`src/rtl/wbu_pkg.sv`:
```
// Shared definitions for the wbu UART transmitter and its matching receiver.
package wbu_pkg;

  // Transmitter state encoding (plain constants for legacy tool flows).
  typedef logic [2:0] tx_state_t;

  localparam logic [2:0] TX_IDLE  = 3'd0;
  localparam logic [2:0] TX_START = 3'd1;
  localparam logic [2:0] TX_DATA  = 3'd2;
  localparam logic [2:0] TX_STOP  = 3'd3;
  localparam logic [2:0] TX_BREAK = 3'd4;

  // Payload bits per character (8N1 framing).
  localparam int UART_DATA_BITS = 8;

endpackage

```
`src/rtl/wbu_txuart_if.sv`:
```
// Byte strobe / busy handshake between the bus/console multiplexer and the
// UART transmitter. The multiplexer is the master; the transmitter the slave.
interface wbu_txuart_if;
  logic                                stb;
  logic [wbu_pkg::UART_DATA_BITS-1:0]  data;
  logic                                busy;

  modport master (output stb, output data, input busy);
  modport slave  (input stb, input data, output busy);
endinterface

```
`src/rtl/wbu_baudcnt.sv`:
```
// Loadable baud down-counter with registered zero and one flags.
// Shared between the transmitter and the receiver.
module wbu_baudcnt #(
  parameter int W = 24
) (
  input  logic         i_clk,
  input  logic         i_reset_n,
  input  logic         i_load,
  input  logic [W-1:0] i_load_val,
  input  logic         i_dec,
  output logic         o_zero,
  output logic         o_one
);

  localparam logic [W-1:0] ONE_V = {{(W-1){1'b0}}, 1'b1};

  logic [W-1:0] cnt_q, cnt_d;
  logic         zero_q, one_q;

  // Next count: a load wins over a decrement; decrementing stops at zero.
  always_comb begin
    cnt_d = cnt_q;
    if (i_load) begin
      cnt_d = i_load_val;
    end else if (i_dec && (cnt_q != '0)) begin
      cnt_d = cnt_q - ONE_V;
    end else begin
      cnt_d = cnt_q;
    end
  end

  // Count register; flags are registered from the next count so they always
  // describe the value currently held.
  always_ff @(posedge i_clk or negedge i_reset_n) begin
    if (!i_reset_n) begin
      cnt_q  <= '0;
      zero_q <= 1'b1;
      one_q  <= 1'b0;
    end else begin
      cnt_q  <= cnt_d;
      zero_q <= (cnt_d == '0);
      one_q  <= (cnt_d == ONE_V);
    end
  end

  assign o_zero = zero_q;
  assign o_one  = one_q;

endmodule

```
`src/rtl/wbu_txuart.sv`:
```
// 8N1 UART transmitter fed by the bus/console multiplexer's strobe/busy
// handshake. The divisor is a runtime input captured at each accept; a break
// request holds the line low while the transmitter is idle.
module wbu_txuart
  import wbu_pkg::*;
#(
  parameter int CLOCKS_PER_BAUD_W = 24,
  parameter int MIN_DIV           = 2
) (
  input  logic                         i_clk,
  input  logic                         i_reset_n,
  input  logic [CLOCKS_PER_BAUD_W-1:0] i_baud_div,
  wbu_txuart_if.slave                  bus,
  input  logic                         i_break,
  output logic                         o_uart_tx,
  output logic                         o_idle
);

  localparam int W = CLOCKS_PER_BAUD_W;
  localparam logic [W-1:0] MIN_DIV_V = W'(MIN_DIV);
  localparam logic [W-1:0] ONE_V     = {{(W-1){1'b0}}, 1'b1};

  // Clamp is done at the full divisor width so 0 and 1 both map to MIN_DIV.
  function automatic logic [W-1:0] clamp_div(input logic [W-1:0] req);
    if (req < MIN_DIV_V) begin
      return MIN_DIV_V;
    end else begin
      return req;
    end
  endfunction

  tx_state_t    state_q, state_d;
  logic         tx_q, tx_d;
  logic         busy_q, busy_d;
  logic         idle_q, idle_d;
  logic [7:0]   shift_q, shift_d;
  logic [2:0]   bitcnt_q, bitcnt_d;
  logic [W-1:0] div_q, div_d;

  logic         cnt_load_s, cnt_dec_s, cnt_zero_s, cnt_one_s;
  logic [W-1:0] cnt_val_s;
  logic [W-1:0] req_div_s;

  assign req_div_s = clamp_div(i_baud_div);

  wbu_baudcnt #(.W(W)) u_baudcnt (
    .i_clk      (i_clk),
    .i_reset_n  (i_reset_n),
    .i_load     (cnt_load_s),
    .i_load_val (cnt_val_s),
    .i_dec      (cnt_dec_s),
    .o_zero     (cnt_zero_s),
    .o_one      (cnt_one_s)
  );

  // Frame sequencing: every bit (start, data, stop) lasts div clocks, counted
  // by reloading the baud counter with div-1 and stepping on each zero.
  always_comb begin
    state_d    = state_q;
    tx_d       = tx_q;
    busy_d     = busy_q;
    shift_d    = shift_q;
    bitcnt_d   = bitcnt_q;
    div_d      = div_q;
    cnt_load_s = 1'b0;
    cnt_val_s  = div_q - ONE_V;
    cnt_dec_s  = 1'b0;

    case (state_q)
      TX_IDLE: begin
        if (i_break) begin
          // Break has priority over a pending byte.
          state_d = TX_BREAK;
          tx_d    = 1'b0;
          busy_d  = 1'b1;
        end else if (bus.stb) begin
          shift_d    = bus.data;
          div_d      = req_div_s;
          cnt_load_s = 1'b1;
          cnt_val_s  = req_div_s - ONE_V;
          busy_d     = 1'b1;
          tx_d       = 1'b0;
          state_d    = TX_START;
        end else begin
          tx_d   = 1'b1;
          busy_d = 1'b0;
        end
      end

      TX_START: begin
        if (cnt_zero_s) begin
          tx_d       = shift_q[0];
          shift_d    = {1'b0, shift_q[7:1]};
          bitcnt_d   = 3'(UART_DATA_BITS - 1);
          cnt_load_s = 1'b1;
          state_d    = TX_DATA;
        end else begin
          cnt_dec_s = 1'b1;
        end
      end

      TX_DATA: begin
        if (!cnt_zero_s) begin
          cnt_dec_s = 1'b1;
        end else if (bitcnt_q != 3'd0) begin
          tx_d       = shift_q[0];
          shift_d    = {1'b0, shift_q[7:1]};
          bitcnt_d   = bitcnt_q - 3'd1;
          cnt_load_s = 1'b1;
        end else begin
          tx_d       = 1'b1;
          cnt_load_s = 1'b1;
          state_d    = TX_STOP;
        end
      end

      TX_STOP: begin
        if (!cnt_zero_s) begin
          cnt_dec_s = 1'b1;
          // Drop busy one clock early so a waiting byte lands with no gap.
          if (cnt_one_s) begin
            busy_d = 1'b0;
          end else begin
            busy_d = busy_q;
          end
        end else if (bus.stb && !busy_q) begin
          shift_d    = bus.data;
          div_d      = req_div_s;
          cnt_load_s = 1'b1;
          cnt_val_s  = req_div_s - ONE_V;
          busy_d     = 1'b1;
          tx_d       = 1'b0;
          state_d    = TX_START;
        end else begin
          state_d = TX_IDLE;
        end
      end

      TX_BREAK: begin
        if (i_break) begin
          tx_d   = 1'b0;
          busy_d = 1'b1;
        end else begin
          // Release: one full idle bit (div clocks) before the next byte.
          tx_d       = 1'b1;
          cnt_load_s = 1'b1;
          state_d    = TX_STOP;
        end
      end

      default: begin
        state_d = TX_IDLE;
        tx_d    = 1'b1;
        busy_d  = 1'b0;
      end
    endcase

    idle_d = (state_d == TX_IDLE) && !i_break;
  end

  // State and output registers; line idles high out of reset.
  always_ff @(posedge i_clk or negedge i_reset_n) begin
    if (!i_reset_n) begin
      state_q  <= TX_IDLE;
      tx_q     <= 1'b1;
      busy_q   <= 1'b0;
      idle_q   <= 1'b1;
      shift_q  <= 8'h00;
      bitcnt_q <= 3'd0;
      div_q    <= MIN_DIV_V;
    end else begin
      state_q  <= state_d;
      tx_q     <= tx_d;
      busy_q   <= busy_d;
      idle_q   <= idle_d;
      shift_q  <= shift_d;
      bitcnt_q <= bitcnt_d;
      div_q    <= div_d;
    end
  end

  assign o_uart_tx = tx_q;
  assign o_idle    = idle_q;
  assign bus.busy  = busy_q;

endmodule

```
`src/flat_wrapper.sv`:
```
// flat-port wrapper written by rule: the top's interface ports become plain ports
module wbu_txuart_flat import wbu_pkg::*;
#(
  parameter int CLOCKS_PER_BAUD_W = 24,
  parameter int MIN_DIV           = 2
)
  (i_clk, i_reset_n, i_baud_div, i_break, o_uart_tx, o_idle, bus_stb, bus_data, bus_busy);
  wbu_txuart_if bus_i ();
  input  logic i_clk;
  input  logic i_reset_n;
  input  logic [CLOCKS_PER_BAUD_W-1:0] i_baud_div;
  input  logic i_break;
  output logic o_uart_tx;
  output logic o_idle;
  input wire logic [$bits(bus_i.stb)-1:0] bus_stb;
  input wire logic [$bits(bus_i.data)-1:0] bus_data;
  output wire logic [$bits(bus_i.busy)-1:0] bus_busy;
  assign bus_i.stb = bus_stb;
  assign bus_i.data = bus_data;
  assign bus_busy = bus_i.busy;
  wbu_txuart #(.CLOCKS_PER_BAUD_W(CLOCKS_PER_BAUD_W), .MIN_DIV(MIN_DIV)) u_core (.i_clk(i_clk), .i_reset_n(i_reset_n), .i_baud_div(i_baud_div), .bus(bus_i), .i_break(i_break), .o_uart_tx(o_uart_tx), .o_idle(o_idle));
endmodule
```
`config.mk`:
```
export PLATFORM = sky130hd
export DESIGN_NAME = wbu_txuart_flat
export DESIGN_NICKNAME = d
export VERILOG_FILES = /design/src/rtl/wbu_pkg.sv /design/src/rtl/wbu_txuart_if.sv /design/src/rtl/wbu_baudcnt.sv /design/src/rtl/wbu_txuart.sv /design/src/flat_wrapper.sv
export SDC_FILE = /design/constraint.sdc
export NUM_CORES = 1
export LEC_CHECK = 0
export BUFFER_PORTS_ARGS = -buffer_cell sky130_fd_sc_hd__buf_2
export CORE_UTILIZATION = 45
export CTS_CLUSTER_DIAMETER = 120
export CTS_CLUSTER_SIZE = 24
export DETAILED_ROUTE_END_ITERATION = 6
export GPL_TIMING_DRIVEN = 1
export PLACE_DENSITY = 0.68
export SETUP_SLACK_MARGIN = 0.4
export SYNTH_ARGS = -nofsm -noshare
export SYNTH_HDL_FRONTEND = slang
export SYNTH_HIERARCHICAL = 1
export SYNTH_SLANG_ARGS = --single-unit
```
`constraint.sdc`:
```
create_clock -name i_clk -period 3.1 [get_ports i_clk]
set_clock_uncertainty 0.2 [all_clocks]
set_input_delay 0.31 -clock i_clk [delete_from_list [all_inputs] [get_ports i_clk]]
set_output_delay 0.31 -clock i_clk [all_outputs]
set_load 0.01 [all_outputs]
```
* Word level (Yosys, flattened, before mapping) *
Index checks and enable logic that the tools add are counted.

storage, ports and cells
  bits in registers = 67
  latch bits = 0
  bits in writable memories = 0
  ROM bits = 0
  input port bits = 36
  output and inout bits = 3
  word-level logic and storage cells = 108
  memories = 0

operators by class
  add/sub/neg operators = 4
  $mul = 0
  div/mod/pow operators = 0
  magnitude comparators = 1
  eq/ne operators = 15
  shift operators = 0
  mux-type cells = 57
  bitwise operators = 1
  reductions and logical operators = 20

operators with widths
  operator                                                      number
  two-way mux 24 bit                                            11
  one-hot mux 24 bit (2 select lines)                           2
  subtractor 24 x 1 -> 24 bit (second input constant)           3
  two-way mux 8 bit                                             7
  one-hot mux 8 bit (4 select lines)                            1
  two-way mux 3 bit                                             10
  equality test 24 x 1 -> 1 bit (second input constant)         1
  zero test 24 bit                                              1
  less-than comparator 24 x 2 -> 1 bit (second input constant)  1
  nonzero test 24 bit                                           1
  two-way mux 1 bit                                             21
  one-hot mux 3 bit (5 select lines)                            1
  inequality test 2 bit (second input constant)                 6
  AND reduction 4 bit                                           3
  one-hot mux 1 bit (4 select lines)                            2
  AND reduction 8 bit                                           1
  equality test 3 x 2 -> 1 bit (second input constant)          2
  zero test 3 bit                                               2
  one-hot mux 3 bit (2 select lines)                            1
  one-hot mux 1 bit (5 select lines)                            1
  AND reduction 5 bit                                           1
  inequality test 2 x 1 -> 1 bit (second input constant)        2
  nonzero test 2 bit                                            2
  nonzero test 4 bit                                            1
  other kinds (11)                                              14

* Longest topological paths before layout *
  word-level depth = 8
  gate-level depth with buffers = 16
  gate-level depth less buffers = 15

* Cells and area by module *
The synthesis kept the hierarchy.

modules (own cells, without submodules)
  module       times used  cells each  area each (um^2)
  wbu_txuart   1           376         3170.5
  wbu_baudcnt  1           182         1739.2

* Worst setup path after synthesis *
No wires, ideal clock.

  path kind = input -> register
  start = input port i_baud_div[11]
  end = register u_core.u_baudcnt.one_q (netlist: u_core/u_baudcnt/o_one)
  library setup time = 0.067 ns
  arrival time = 3.646 ns
  path slack = -0.813 ns
  stages on the path = 16
  path buffers = 1
  cells stage by stage = nor4_2 and4_1 clkbuf_1 nand2_1 nand2_1 ha_1 or4b_1 nor2_1 xor2_1 nor2_1 a21oi_1 a221o_1 nor2_1 or4b_1 nor4_2 and3_1

between the ends
  longest elaborated chain between the ends = 8
  elaborated cells on any way between the ends = 10
  classes of those cells = add/sub: 1; order compare: 1; eq/ne: 1; mux: 7

RTL lines
  item                                    RTL line                             text
  from (decl)                             flat_wrapper.sv:11                   input logic [CLOCKS_PER_BAUD_W-1:0] i_baud_div;
  less-than comparator 24 x 2 -> 1 bit *  wbu_txuart.sv:25                     if (req < MIN_DIV_V) begin
  two-way mux 24 bit *                    wbu_txuart.sv:25
  subtractor 24 x 1 -> 24 bit *           wbu_txuart.sv:80, wbu_txuart.sv:130
  two-way mux 24 bit (on tied branches)   wbu_txuart.sv:126, wbu_txuart.sv:76
  two-way mux 24 bit (on tied branches)   wbu_txuart.sv:118, wbu_txuart.sv:71
  one-hot mux 24 bit (2 select lines) *   wbu_txuart.sv:69                     case (state_q)
  net u_core.cnt_val_s[8]                 wbu_txuart.sv:41                     logic [W-1:0] cnt_val_s;
  two-way mux 24 bit *                    wbu_baudcnt.sv:23                    if (i_load) begin
  net u_core.u_baudcnt.cnt_d[8]           wbu_baudcnt.sv:17                    logic [W-1:0] cnt_q, cnt_d;
  equality test 24 x 1 -> 1 bit *         wbu_baudcnt.sv:42                    one_q <= (cnt_d == ONE_V);
  to (signal assigned)                    wbu_baudcnt.sv:42
  to (decl)                               wbu_baudcnt.sv:18                    logic zero_q, one_q;

Mark *: on every way through the listed nets, which the timed path passes. The rest lies on a longest branch.
A chain may end at the register's enable or synchronous reset.

* Worst setup path in the final report *
  start = input port i_baud_div[20]
  end = register u_core.u_baudcnt.one_q (netlist: u_core/u_baudcnt/o_one)

between the ends
  longest elaborated chain between the ends = 8
  elaborated cells on any way between the ends = 10
  classes of those cells = add/sub: 1; order compare: 1; eq/ne: 1; mux: 7

RTL lines
  item                                    RTL line
  less-than comparator 24 x 2 -> 1 bit *  wbu_txuart.sv:25
  two-way mux 24 bit *                    wbu_txuart.sv:25
  subtractor 24 x 1 -> 24 bit *           wbu_txuart.sv:80, wbu_txuart.sv:130
  two-way mux 24 bit (on tied branches)   wbu_txuart.sv:126, wbu_txuart.sv:76
  two-way mux 24 bit (on tied branches)   wbu_txuart.sv:118, wbu_txuart.sv:71
  one-hot mux 24 bit (2 select lines) *   wbu_txuart.sv:69
  net u_core.cnt_val_s[14]                wbu_txuart.sv:41
  two-way mux 24 bit *                    wbu_baudcnt.sv:23
  equality test 24 x 1 -> 1 bit *         wbu_baudcnt.sv:42

Marked as above.

==> run metrics <==
# port buffers=38; Worst Tran Pin Value=0.673 ns; vias in the first global route=4,546; CP Class=input port to flop; f_max=0.292 GHz; first-pass GRT wire length=21,800 um; Yosys reg bits=67; Area Growth Syn to Fin=29.5%; Net Count, Synth=600; Worst VDD drop=0.000209 V; startpoint type of the worst setup path=input port; clk root buf=clkbuf_8; final worst path period share=110%; Worst R2R Setup Slack=-0.11 ns; Hold Crit Depth=3; P_leak=2.89 nW; Worst R2R End=u_core/u_baudcnt/o_zero; Rows=37; synthesized cell area=4910 um^2; drt first-iter violations=213; Initial DRT Pass Iterations=4; crit path buf inv count=2; failing checks=setup timing; CP cell instances=buf_8 > nor4_4 > and4_4 > nand2_4 > nand2_4 > ha_4 > or4b_4 > nor4_4 > buf_4 > nand2_2 > xnor2_1 > mux2i_1 > or4_1 > o31a_2 > nor4_2 > and3_1; critical path's largest stage delay=0.49 ns; initial core utilization=46.9%; CP top delay family=simple AND/OR/NAND/NOR gates; fin worst setup slack=-0.321 ns; number of flops mapped to enable cells by yosys=0; post-route DRC violation count=0; ys async rst share=100%; commonest cells after routing, fill and taps aside=buf_4, nand2_1, dfrtp_1; power per cell area=268 nW/um^2; # diodes=0; final WL=13,500 um; Top FF cell, synth=dfrtp_1; ANT nets after route=0; hold worst-path end=u_core/o_idle; Slowest cell on crit path=or4b_4; Tmin final=3.42 ns; CTS tree=done; Core Area=10,500 um^2; CP endpoint kind=flop; Detail Placement HPWL=10,400 um; global-route usage over all layers=24.8%; routed via count=4,614; number of max-cap violations=0; # IOs=39; Storage cell area=1680 um^2; Worst-Skew Late Latency=0.35 ns; DIE WIDTH=106 um; CP required=3.19 ns; die span in y=106 um; CTS H-tree lvls=3; outcome=finished with violations; Yosys cell types=69; vias per cell=5.53; max_slew headroom=55.1%; # nets final=735; area of the multi-input gates=3230 um^2; die area=11,300 um^2; overflow left after global routing=0; Setup Viol. Count Final=2; worst reg2reg startpoint=u_core/state_q[0]; Mapped Cells=558; commonest non-fill, non-tap cell in the layout=buf_4; RSZ-0062 raised after global routing=yes; Synth Warn #=6; Seq/Total Area, Yosys=34.3%; number of cells on the worst reg-to-reg path=11; Worst EP arrival=3.51 ns; hold slack=0.0445 ns; layout cell share with drive strength beyond 1=34.5%; antenna violations before repair=0; crit-path max FO=4; Hold Crit Start=i_break; final max-slew violation count=0; fillers=909; Final Hold Viols=0; Setup TNS=-0.614 ns; CTS Sinks=67; HP Class=input port to flop; Max clock buf depth=2; synthesized area per cell=8.80 um^2; GPL Wtd Cong=0.896; TritonCTS buffer count=9; Reg clk slew, reported paths=0.07 ns; wire per inst=16.2 um; largest net degree at the start of global routing=41
registers in the layout, indices dropped and copies added (netlist names):
| register | flops |
|---|---|
| u_core/bitcnt_q | 3 |
| u_core/bus.busy | 1 |
| u_core/div_q | 24 |
| u_core/o_idle | 1 |
| u_core/o_uart_tx | 1 |
| u_core/shift_q | 8 |
| u_core/state_q | 3 |
| u_core/u_baudcnt/cnt_q | 24 |
| u_core/u_baudcnt/o_one | 1 |
| u_core/u_baudcnt/o_zero | 1 |
layer usage:
metal,track usage (%),share of wire [%],up-vias
met5,0,0,-
met2,41.2,47,126
met3,3.86,4.9,18
met4,8.22,1.9,0
li1,-,-,2269
met1,32.9,46,2201
area by class of cell:
cell class	instances	share of cell area [%]
clock buffer	12	2.44
clock inverter	4	0.393
inverter	14	0.826
multi-input combinational	456	50.9
sequential	67	26.4
tap	136	2.68
timing repair buffer	145	16.4
worst max path at each step:
stage,from,endpoint,slack (ns),cells after the start
after global routing,i_baud_div[20],u_core/u_baudcnt/o_one,-0.51,16
after detailed placement,i_baud_div[11],u_core/u_baudcnt/o_zero,-0.67,16
after global placement,i_baud_div[22],u_core/u_baudcnt/o_zero,-0.58,16
final,i_baud_div[20],u_core/u_baudcnt/o_one,-0.32,16
after floorplan,i_baud_div[22],u_core/u_baudcnt/o_one,-0.48,16
after CTS,i_baud_div[21],u_core/u_baudcnt/o_zero,-0.24,16
worst reg2reg max path, cell delays in order, from the launching register on:
cell	delay, ns
dfrtp_1	0.41
or4b_1	0.56
o21ai_0	0.14
nand2_1	0.15
nand3_1	0.19
buf_4	0.31
nor3b_1	0.10
a21oi_1	0.13
nand2_1	0.09
a2111o_1	0.44
nor4_4	0.27
and3_1	0.18
through the flow:
step                      power [mW]  area [um^2]  std cells  setup slack, ns  utilization, %
after global routing            1.77         6360        834           -0.514            60.8
final                           1.70         6360        834           -0.321            60.8
after global placement          1.03         5960        805           -0.576            56.9
after CTS                       1.72         6240        826           -0.243            59.6
after floorplan                0.924         5010        558           -0.481               -
after detailed placement        1.03         5960        805           -0.673            56.9
cells by family after synthesis:
family,after synthesis,synth area share [%]
xor gates and xnor gates,59,10.5
adders and majority gates,6,1.53
buffers and inverters,35,3.67
and+or+nand+nor,276,30.9
DFF,67,34.3
AOI/OAI and AO/OA,78,11.0
muxes,37,8.15
power breakdown:
part / internal (mW) / switching [mW]
Clock: 0.332 / 0.346
Sequential: 0.874 / 0
Combinational: 0.0726 / 0.0778
cell usage after synthesis (4+ instances only):
cell	number	share of area (%)
a2111oi_2	4	1.2
a21oi_1	18	1.8
and2_1	5	0.64
buf_2	5	0.51
clkbuf_1	10	0.76
dfrtp_1	63	32
dfstp_2	4	2.1
ha_1	6	1.5
inv_1	13	0.99
mux2_2	24	5.5
mux2i_1	13	2.7
nand2_1	103	7.9
nand3_1	10	1.0
nand3b_1	4	0.61
nand4_1	9	1.1
nand4b_1	4	0.71
nor2_1	47	3.6
nor2b_1	6	0.76
nor3_1	20	2.0
nor3b_1	4	0.61
nor4_1	17	2.2
nor4_2	5	1.3
nor4_4	4	1.7
o211ai_1	5	0.76
o21ai_0	24	2.4
or3_1	8	1.0
xnor2_1	41	7.3
xor2_1	18	3.2
what timing repair did:
action	in CTS	in global routing
pin swaps	9	15
setup buffers	4	8
endpoints found under the hold margin	25	0
setup endpoints to repair	10	13
resized for setup	17	18
hold buffers	1	0
(Power assumes the default switching activity.)
